==> src/rtl/power_job_arbiter.sv <==
// Round-robin front end that time-shares one A^B exponentiation engine between NREQ requesters,
// launching each granted job and aborting it if the engine fails to acknowledge or finish in time.
module power_job_arbiter #(
    parameter int NREQ      = 4,
    parameter int DW        = 8,
    parameter int ACK_LIMIT = 4,
    parameter int RUN_LIMIT = 1000000
) (
    input  logic               clk,
    input  logic               rst,
    input  logic [NREQ-1:0]    req_i,
    input  logic [NREQ*DW-1:0] req_a_i,
    input  logic [NREQ*DW-1:0] req_b_i,
    output logic [NREQ-1:0]    gnt_o,
    output logic [NREQ-1:0]    done_o,
    output logic [DW-1:0]      result_o,
    output logic               err_o,
    output logic [2:0]         err_id_o,
    output logic               eng_start_o,
    output logic [DW-1:0]      eng_a_o,
    output logic [DW-1:0]      eng_b_o,
    input  logic               eng_busy_i,
    input  logic [DW-1:0]      eng_result_i
);

    localparam int CW = 20;

    typedef enum logic [2:0] {IDLE, LAUNCH, WAIT_ACK, RUN, SETTLE} state_t;

    state_t          state_q, state_d;
    logic [CW-1:0]   cnt_q, cnt_d;
    logic [2:0]      idx_q, idx_d;
    logic [2:0]      ptr_q, ptr_d;
    logic            mask_q, mask_d;
    logic [NREQ-1:0] gnt_q, gnt_d;
    logic [NREQ-1:0] done_q, done_d;
    logic [DW-1:0]   result_q, result_d;
    logic            err_q, err_d;
    logic [2:0]      err_id_q, err_id_d;
    logic            start_q, start_d;
    logic [DW-1:0]   eng_a_q, eng_a_d;
    logic [DW-1:0]   eng_b_q, eng_b_d;

    logic [NREQ-1:0] req_m;
    logic            found;
    logic [2:0]      win;
    logic [DW-1:0]   win_a, win_b;
    logic            abort, finish;
    logic [2:0]      ptr_nxt;

    assign ptr_nxt = (idx_q == 3'(NREQ - 1)) ? 3'd0 : idx_q + 3'd1;

    // Search from ptr upward with wrap: first pass covers ptr..NREQ-1, second pass 0..ptr-1.
    always_comb begin
        req_m = req_i;
        for (int k = 0; k < NREQ; k++)
            if (mask_q && idx_q == 3'(k)) req_m[k] = 1'b0;
        found = 1'b0;
        win   = '0;
        win_a = '0;
        win_b = '0;
        for (int k = 0; k < NREQ; k++) begin
            if (!found && req_m[k] && 3'(k) >= ptr_q) begin
                found = 1'b1;
                win   = 3'(k);
                win_a = req_a_i[k*DW +: DW];
                win_b = req_b_i[k*DW +: DW];
            end
        end
        for (int k = 0; k < NREQ; k++) begin
            if (!found && req_m[k] && 3'(k) < ptr_q) begin
                found = 1'b1;
                win   = 3'(k);
                win_a = req_a_i[k*DW +: DW];
                win_b = req_b_i[k*DW +: DW];
            end
        end
    end

    always_ff @(posedge clk or posedge rst) begin
        if (rst) state_q <= IDLE;
        else     state_q <= state_d;
    end

    always_comb begin
        state_d = state_q;
        cnt_d   = cnt_q;
        abort   = 1'b0;
        finish  = 1'b0;
        case (state_q)
            IDLE: begin
                if (!eng_busy_i && found) state_d = LAUNCH;
            end
            LAUNCH: begin
                cnt_d   = '0;
                state_d = WAIT_ACK;
            end
            WAIT_ACK: begin
                if (eng_busy_i) begin
                    cnt_d   = '0;
                    state_d = RUN;
                end else begin
                    cnt_d = cnt_q + CW'(1);
                    if (cnt_d == CW'(ACK_LIMIT)) abort = 1'b1;
                end
            end
            RUN: begin
                if (!eng_busy_i) begin
                    state_d = SETTLE;
                end else begin
                    cnt_d = cnt_q + CW'(1);
                    if (cnt_d == CW'(RUN_LIMIT)) abort = 1'b1;
                end
            end
            SETTLE: begin
                finish  = 1'b1;
                state_d = IDLE;
            end
            default: state_d = IDLE;
        endcase
        if (abort) state_d = IDLE;
    end

    // The engine's output register is only valid one cycle after busy falls, hence capture on SETTLE exit.
    always_comb begin
        gnt_d    = gnt_q;
        done_d   = '0;
        result_d = result_q;
        err_d    = 1'b0;
        err_id_d = err_id_q;
        start_d  = 1'b0;
        eng_a_d  = eng_a_q;
        eng_b_d  = eng_b_q;
        idx_d    = idx_q;
        ptr_d    = ptr_q;
        mask_d   = 1'b0;
        if (state_q == IDLE && state_d == LAUNCH) begin
            idx_d   = win;
            eng_a_d = win_a;
            eng_b_d = win_b;
            start_d = 1'b1;
            for (int k = 0; k < NREQ; k++) gnt_d[k] = (win == 3'(k));
        end
        if (finish) begin
            result_d = eng_result_i;
            for (int k = 0; k < NREQ; k++) done_d[k] = (idx_q == 3'(k));
            gnt_d  = '0;
            ptr_d  = ptr_nxt;
            mask_d = 1'b1;
        end
        if (abort) begin
            err_d    = 1'b1;
            err_id_d = idx_q;
            gnt_d    = '0;
            ptr_d    = ptr_nxt;
            mask_d   = 1'b1;
        end
    end

    always_ff @(posedge clk or posedge rst) begin
        if (rst) begin
            cnt_q    <= '0;
            idx_q    <= '0;
            ptr_q    <= '0;
            mask_q   <= 1'b0;
            gnt_q    <= '0;
            done_q   <= '0;
            result_q <= '0;
            err_q    <= 1'b0;
            err_id_q <= '0;
            start_q  <= 1'b0;
            eng_a_q  <= '0;
            eng_b_q  <= '0;
        end else begin
            cnt_q    <= cnt_d;
            idx_q    <= idx_d;
            ptr_q    <= ptr_d;
            mask_q   <= mask_d;
            gnt_q    <= gnt_d;
            done_q   <= done_d;
            result_q <= result_d;
            err_q    <= err_d;
            err_id_q <= err_id_d;
            start_q  <= start_d;
            eng_a_q  <= eng_a_d;
            eng_b_q  <= eng_b_d;
        end
    end

    assign gnt_o       = gnt_q;
    assign done_o      = done_q;
    assign result_o    = result_q;
    assign err_o       = err_q;
    assign err_id_o    = err_id_q;
    assign eng_start_o = start_q;
    assign eng_a_o     = eng_a_q;
    assign eng_b_o     = eng_b_q;

endmodule
==> config.mk <==
export PLATFORM = sky130hd
export DESIGN_NAME = power_job_arbiter
export DESIGN_NICKNAME = d
export VERILOG_FILES = /design/src/rtl/power_job_arbiter.sv
export SDC_FILE = /design/constraint.sdc
export NUM_CORES = 1
export LEC_CHECK = 0
export CELL_PAD_IN_SITES_DETAIL_PLACEMENT = 1
export CELL_PAD_IN_SITES_GLOBAL_PLACEMENT = 1
export CORE_ASPECT_RATIO = 0.5
export CORE_MARGIN = 2
export CORE_UTILIZATION = 35
export DETAILED_ROUTE_END_ITERATION = 12
export HOLD_SLACK_MARGIN = 0.02
export MAX_ROUTING_LAYER = met4
export PLACE_DENSITY_LB_ADDON = 0.1
export SLEW_MARGIN = 25
export SYNTH_ARGS = -nofsm -noshare
export SYNTH_HDL_FRONTEND = slang
export SYNTH_SLANG_ARGS = --single-unit
==> constraint.sdc <==
create_clock -name clk -period 2.7 [get_ports clk]
set_input_delay 0.54 -clock clk [delete_from_list [all_inputs] [get_ports clk]]
set_output_delay 0.54 -clock clk [all_outputs]
set_load 0.01 [all_outputs]
== Yosys cells after proc, flatten, opt, wreduce, memory -nomap -nowiden ==
Index checks and enable logic that the tools add are counted.
Word-level totals
  flip-flop bits (word level): 67
  bits in latches: 0
  memory bits (writable): 0
  ROM bits: 0
  input bits: 79
  output and inout port bits: 37
  word-level logic and storage cells: 133
  memories: 0
Operators by class
  add/sub/neg operators: 2
  multiply operators: 0
  div/mod/pow operators: 0
  $lt $le $gt $ge: 8
  eq/ne operators: 14
  shift operators: 0
  mux-type cells: 60
  bitwise operators: 0
  reductions and logical operators: 36
Operator list (number)
  2-to-1 mux 8 bit: 16
  one-hot mux 20 bit (3 select lines): 1
  2-to-1 mux 20 bit: 2
  2-to-1 mux 3 bit: 13
  2-to-1 mux 1 bit: 22
  logical AND 1 bit: 21
  adder 20 x 1 -> 20 bit (second input constant): 1
  equality test 20 bit (second input constant): 1
  equality test 20 x 3 -> 1 bit (second input constant): 1
  equality test 3 x 2 -> 1 bit (second input constant): 6
  2-to-1 mux 4 bit: 4
  equality test 3 x 1 -> 1 bit (second input constant): 4
  one-hot mux 3 bit (4 select lines): 1
  zero test 3 bit: 3
  zero test 1 bit: 8
  greater-or-equal comparator 1 x 3 -> 1 bit (first input constant): 2
  greater-or-equal comparator 2 x 3 -> 1 bit (first input constant): 2
  less-than comparator 1 x 3 -> 1 bit (first input constant): 2
  less-than comparator 2 x 3 -> 1 bit (first input constant): 2
  nonzero test 3 bit: 2
  adder 3 x 1 -> 3 bit (second input constant): 1
  equality test 3 bit (second input constant): 1
  != test 2 bit (second input constant): 1
  one-hot mux 1 bit (2 select lines): 1
  other kinds (2): 2

== Longest topological paths before layout ==
  depth after elaboration: 42
  gate-level depth with buffers: 12
  mapped depth without buffers: 9

== Worst setup path after synthesis ==
Ideal clock, no wire load.
  path kind: register to register
  from: register cnt_q[0]
  to: register ptr_q[0]
  setup time: 125 ps
  arrival: 2327 ps
  data required time: 2575 ps
  slack: 248 ps
  stages on the path, launching flop included: 10
  buffers on the path: 1
  period minus slack after synthesis: 2452 ps
  path through: dfrtp_1 ha_1 buf_2 nand4_1 nor4_4 xor2_2 nor4_1 a2bb2oi_4 o21bai_4 mux2_4
On the way
  word-level cells in the longest chain between the ends: 6
  elaborated cells on any way between the ends: 10
  classes of those cells: 1 x add/sub; 2 x eq/ne; 6 x mux; 1 x reduce/logical
Ends and longest elaborated chain
  from (decl): line 31  | logic [CW-1:0] cnt_q, cnt_d;
  from (signal assigned): line 175  | cnt_q <= cnt_d;
  adder 20 x 1 -> 20 bit *: line 103, 111
  equality test 20 bit or equality test 20 x 3 -> 1 bit (tied branches): line 112, 104
  2-to-1 mux 1 bit (on tied branches): line 112, 104
  2-to-1 mux 1 bit (on tied branches): line 108, 99
  one-hot mux 1 bit (2 select lines) *: line 90  | case (state_q)
  2-to-1 mux 3 bit or nonzero test 2 bit (tied branches)
  to (signal assigned): line 177  | ptr_q <= ptr_d;
  to (decl): line 33  | logic [2:0] ptr_q, ptr_d;
Every way passes the cells marked *; elsewhere a longest branch is shown, timed or not.
A chain may end at the register's enable or synchronous reset.

== Worst setup path in the final report ==
  from: register cnt_q[0]
  to: register ptr_q[1]
Same word-level chain as after synthesis.

==> impl_metrics.ini <==
[floorplanning]
dieHeight_um = 78.5
core_um2 = 10900
io_pins = 116
initial_core_util_pct = 35.6
die-area_um2 = 12000
die_w_um = 153
std_cell_rows = 27

[power]
power_density_nw_per_um2 = 814
ir_worst_vdd_mv = 0.281
cellLeakagePower_nw = 2.25

[finish]
final_layout_size_suffix_gt1_share_pct = 13.6
synthToLayoutAreaGrowth_pct = 44.2
final_nets = 628
design_area_um2 = 5600
antenna_cells = 0
stdcell_count = 690

[critical_path]
cp.depth = 8
critPathMaxStageDelay_ps = 460
r2r_start = cnt_q[0]$_DFFE_PP0P_
ff2ff_path_depth = 8
cp_max_fo = 6
end_kind = flip-flop
worst_ep_arrival_time_ps = 2690
crit_required_ps = 2900
startpoint_type = flip-flop
path_class = reg -> reg
critPathSlowestCell = or3_4
path_delay_family = simple AND/OR/NAND/NOR gates
rrSetupSlack_ps = 210
worstPathCellList = ha_1 > and4_1 > nand2_1 > nor2_1 > a31oi_1 > or3_4 > o21bai_4 > mux2_4
reg2reg_to = ptr_q[1]$_DFFE_PP0P_
path_buf_inv = 0

[placement]
post-dp-hpwl_um = 9160
dp_cells = 676
portBuffers = 114
gp_congestion = 0.842
dpl_cell_area_um2 = 5320

[grt]
grt_util_met1_pct = 27.6
grt_pass1_wl_um = 20600
grt.total_usage_pct = 22.1
grt_pass1_vias = 4083
antenna_found_initial = 0
grt-ovfl-total = 0
use_met2_pct = 36.9
gr-usage-met3_pct = 5.74
grt_max_degree = 35
grt.busiest_layer = met2

[drt]
drt_wl_total_um = 12300
dr.pass1.iters = 6
drtIter0Drc = 207
vias_per_cell = 5.54
drc = 0
wl_per_cell_um = 17.9
ant_nets = 0
vias = 3826

[hold_path]
hold_depth = 1
hp-start = eng_b_o[0]$_DFFE_PP0P_
min_to = eng_b_o[0]$_DFFE_PP0P_
min_path_type = reg -> reg

[timing]
tightest_slew_ps = 672
max_freq_ghz = 0.401
slew_headroom_pct = 55.2
hold_viol = 0
final.period_utilization_pct = 92.3
fin_crit_ps = 2490
skew_ps = 10.3
slew_viol_final = 0
setup_viol = 0
rsz0062_at_grt = no

[logic_synthesis]
yosys_warnings = 0
synth-seq-area-share_pct = 41.3
syn_nets = 506
ys_async_sr_fraction_pct = 100
synth_edf_count = 0
avgSynthCellArea_um2 = 9.22
ys_ff_latch = 64
synth_ff_type = dfrtp_1
synth.distinct_cells = 57
synthCells = 421
syn_area_um2 = 3880

[clock_network]
cts_made_buffers = 9
cts.path.max_buffers = 2
clock_latency_ps = 330
htreeDepth = 3
cts_sinks = 64
root_buffer = clkbuf_16
hold_buffers = 0
clk_pin_slew_worst_paths_ps = 50
cts_tree = built

[flow_run]
timing.max_cap.violations = 0

[status]
status = finished clean
metrics by stage:
| stage | worst slack, ps | total power, W | TNS, ps | hold slack (ps) | util (%) |
|---|---|---|---|---|---|
| 2_1_floorplan | 248 | 0.00251 | 0 | 491 | - |
| 3_3_place_gp | -12.2 | 0.00347 | -31.7 | 480 | 48.7 |
| 3_5_place_dp | -87.2 | 0.00352 | -319 | 493 | 48.7 |
| 4_1_cts | 104 | 0.00461 | 0 | 502 | 51.1 |
| 5_1_grt | 1.52 | 0.00488 | 0 | 522 | 51.3 |
| 6_report | 209 | 0.00456 | 0 | 494 | 51.3 |
sequential cells by signal, summed over array words and instances (netlist names):
signal,cells
eng_start_o,1
cnt_q,20
err_id_o,2
done_o,4
eng_a_o,8
err_o,1
idx_q,2
state_q,3
mask_q,1
ptr_q,2
gnt_o,4
eng_b_o,8
result_o,8
power by group:
part	total [W]	internal [W]	leakage, nW	switching, W
clock	0.00106	0.000654	0.130	0.000409
combinational	0.00203	0.00101	1.31	0.00102
sequential	0.00146	0.00124	0.816	0.000219
total	0.00456	0.00291	2.25	0.00165
metal layers:
metal | up-vias | share of wire, %
met5 | - | 0
met4 | 0 | 0.72
met3 | 8 | 5.1
met2 | 107 | 48
met1 | 1876 | 46
li1 | 1835 | -
cell families after synthesis:
group | count (synthesis) | synth area share (%)
AOI/OAI and AO/OA | 149 | 27.1
and+or+nand+nor | 137 | 18.8
DFF | 64 | 41.3
buffers and inverters | 41 | 4.48
xor gates and xnor gates | 12 | 2.90
muxes | 11 | 3.48
adders and majority gates | 6 | 1.93
other | 1 | 0.0966
timing repair:
action,4_1_cts,5_1_grt
resized for setup,0,4
endpoints found under the setup margin,0,10
buffers inserted,0,1
cell usage in the layout, fill, tap and decap left out, types with 7 or more instances in the layout:
master,instances
a21oi_1,28
a31oi_1,19
and3_1,7
nand2_1,27
clkdlybuf4s50_1,114
nand3_1,12
a222oi_1,16
dfrtp_1,64
mux2_2,8
nor2_1,46
buf_4,31
o31ai_1,10
nor3_1,7
a22oi_1,16
nor2b_1,7
o21ai_0,27
clkbuf_16,9
xnor2_1,8
cells in the mapped netlist (all sizes together), types with 4 or more instances:
library cell,instances,area share [%]
ha,6,1.9
o41ai,4,0.90
mux2,11,3.5
nor2,47,4.5
nand4,7,1.7
o31ai,11,2.3
xnor2,8,1.8
inv,6,0.58
o21a,6,1.2
nand2,27,2.6
and4,4,0.97
a21oi,28,3.6
nor3,8,1.0
clkbuf,25,2.4
buf,10,1.5
xor2,4,1.1
a31oi,19,3.1
and3,7,1.1
nor2b,7,1.1
a22oi,16,3.1
and2,5,0.81
dfrtp,64,41
o2111ai,6,1.4
nand3,13,1.8
nor4,5,1.5
o21ai,29,3.7
a222oi,16,4.1
area by class of cell:
class,instances,area [um^2]
clock buffers,12,256
clock inverters,1,5.00
fillers,1248,5310
inverters,6,22.5
multi-input cells,316,2140
flip-flops and latches,64,1600
well taps,145,181
repair buffers,146,1390
how the worst max path moves through the flow:
stage                                    start                      to  slack [ps]
after floorplan           cnt_q[0]$_DFFE_PP0P_    ptr_q[0]$_DFFE_PP0P_         250
after global placement                req_i[2]  eng_b_o[4]$_DFFE_PP0P_         -10
after detailed placement              req_i[2]  eng_b_o[5]$_DFFE_PP0P_         -90
after CTS                 cnt_q[0]$_DFFE_PP0P_    ptr_q[1]$_DFFE_PP0P_         100
after global routing      cnt_q[0]$_DFFE_PP0P_    state_q[1]$_DFF_PP0_           2
final                     cnt_q[0]$_DFFE_PP0P_    ptr_q[1]$_DFFE_PP0P_         210
(Power assumes the default switching activity.)
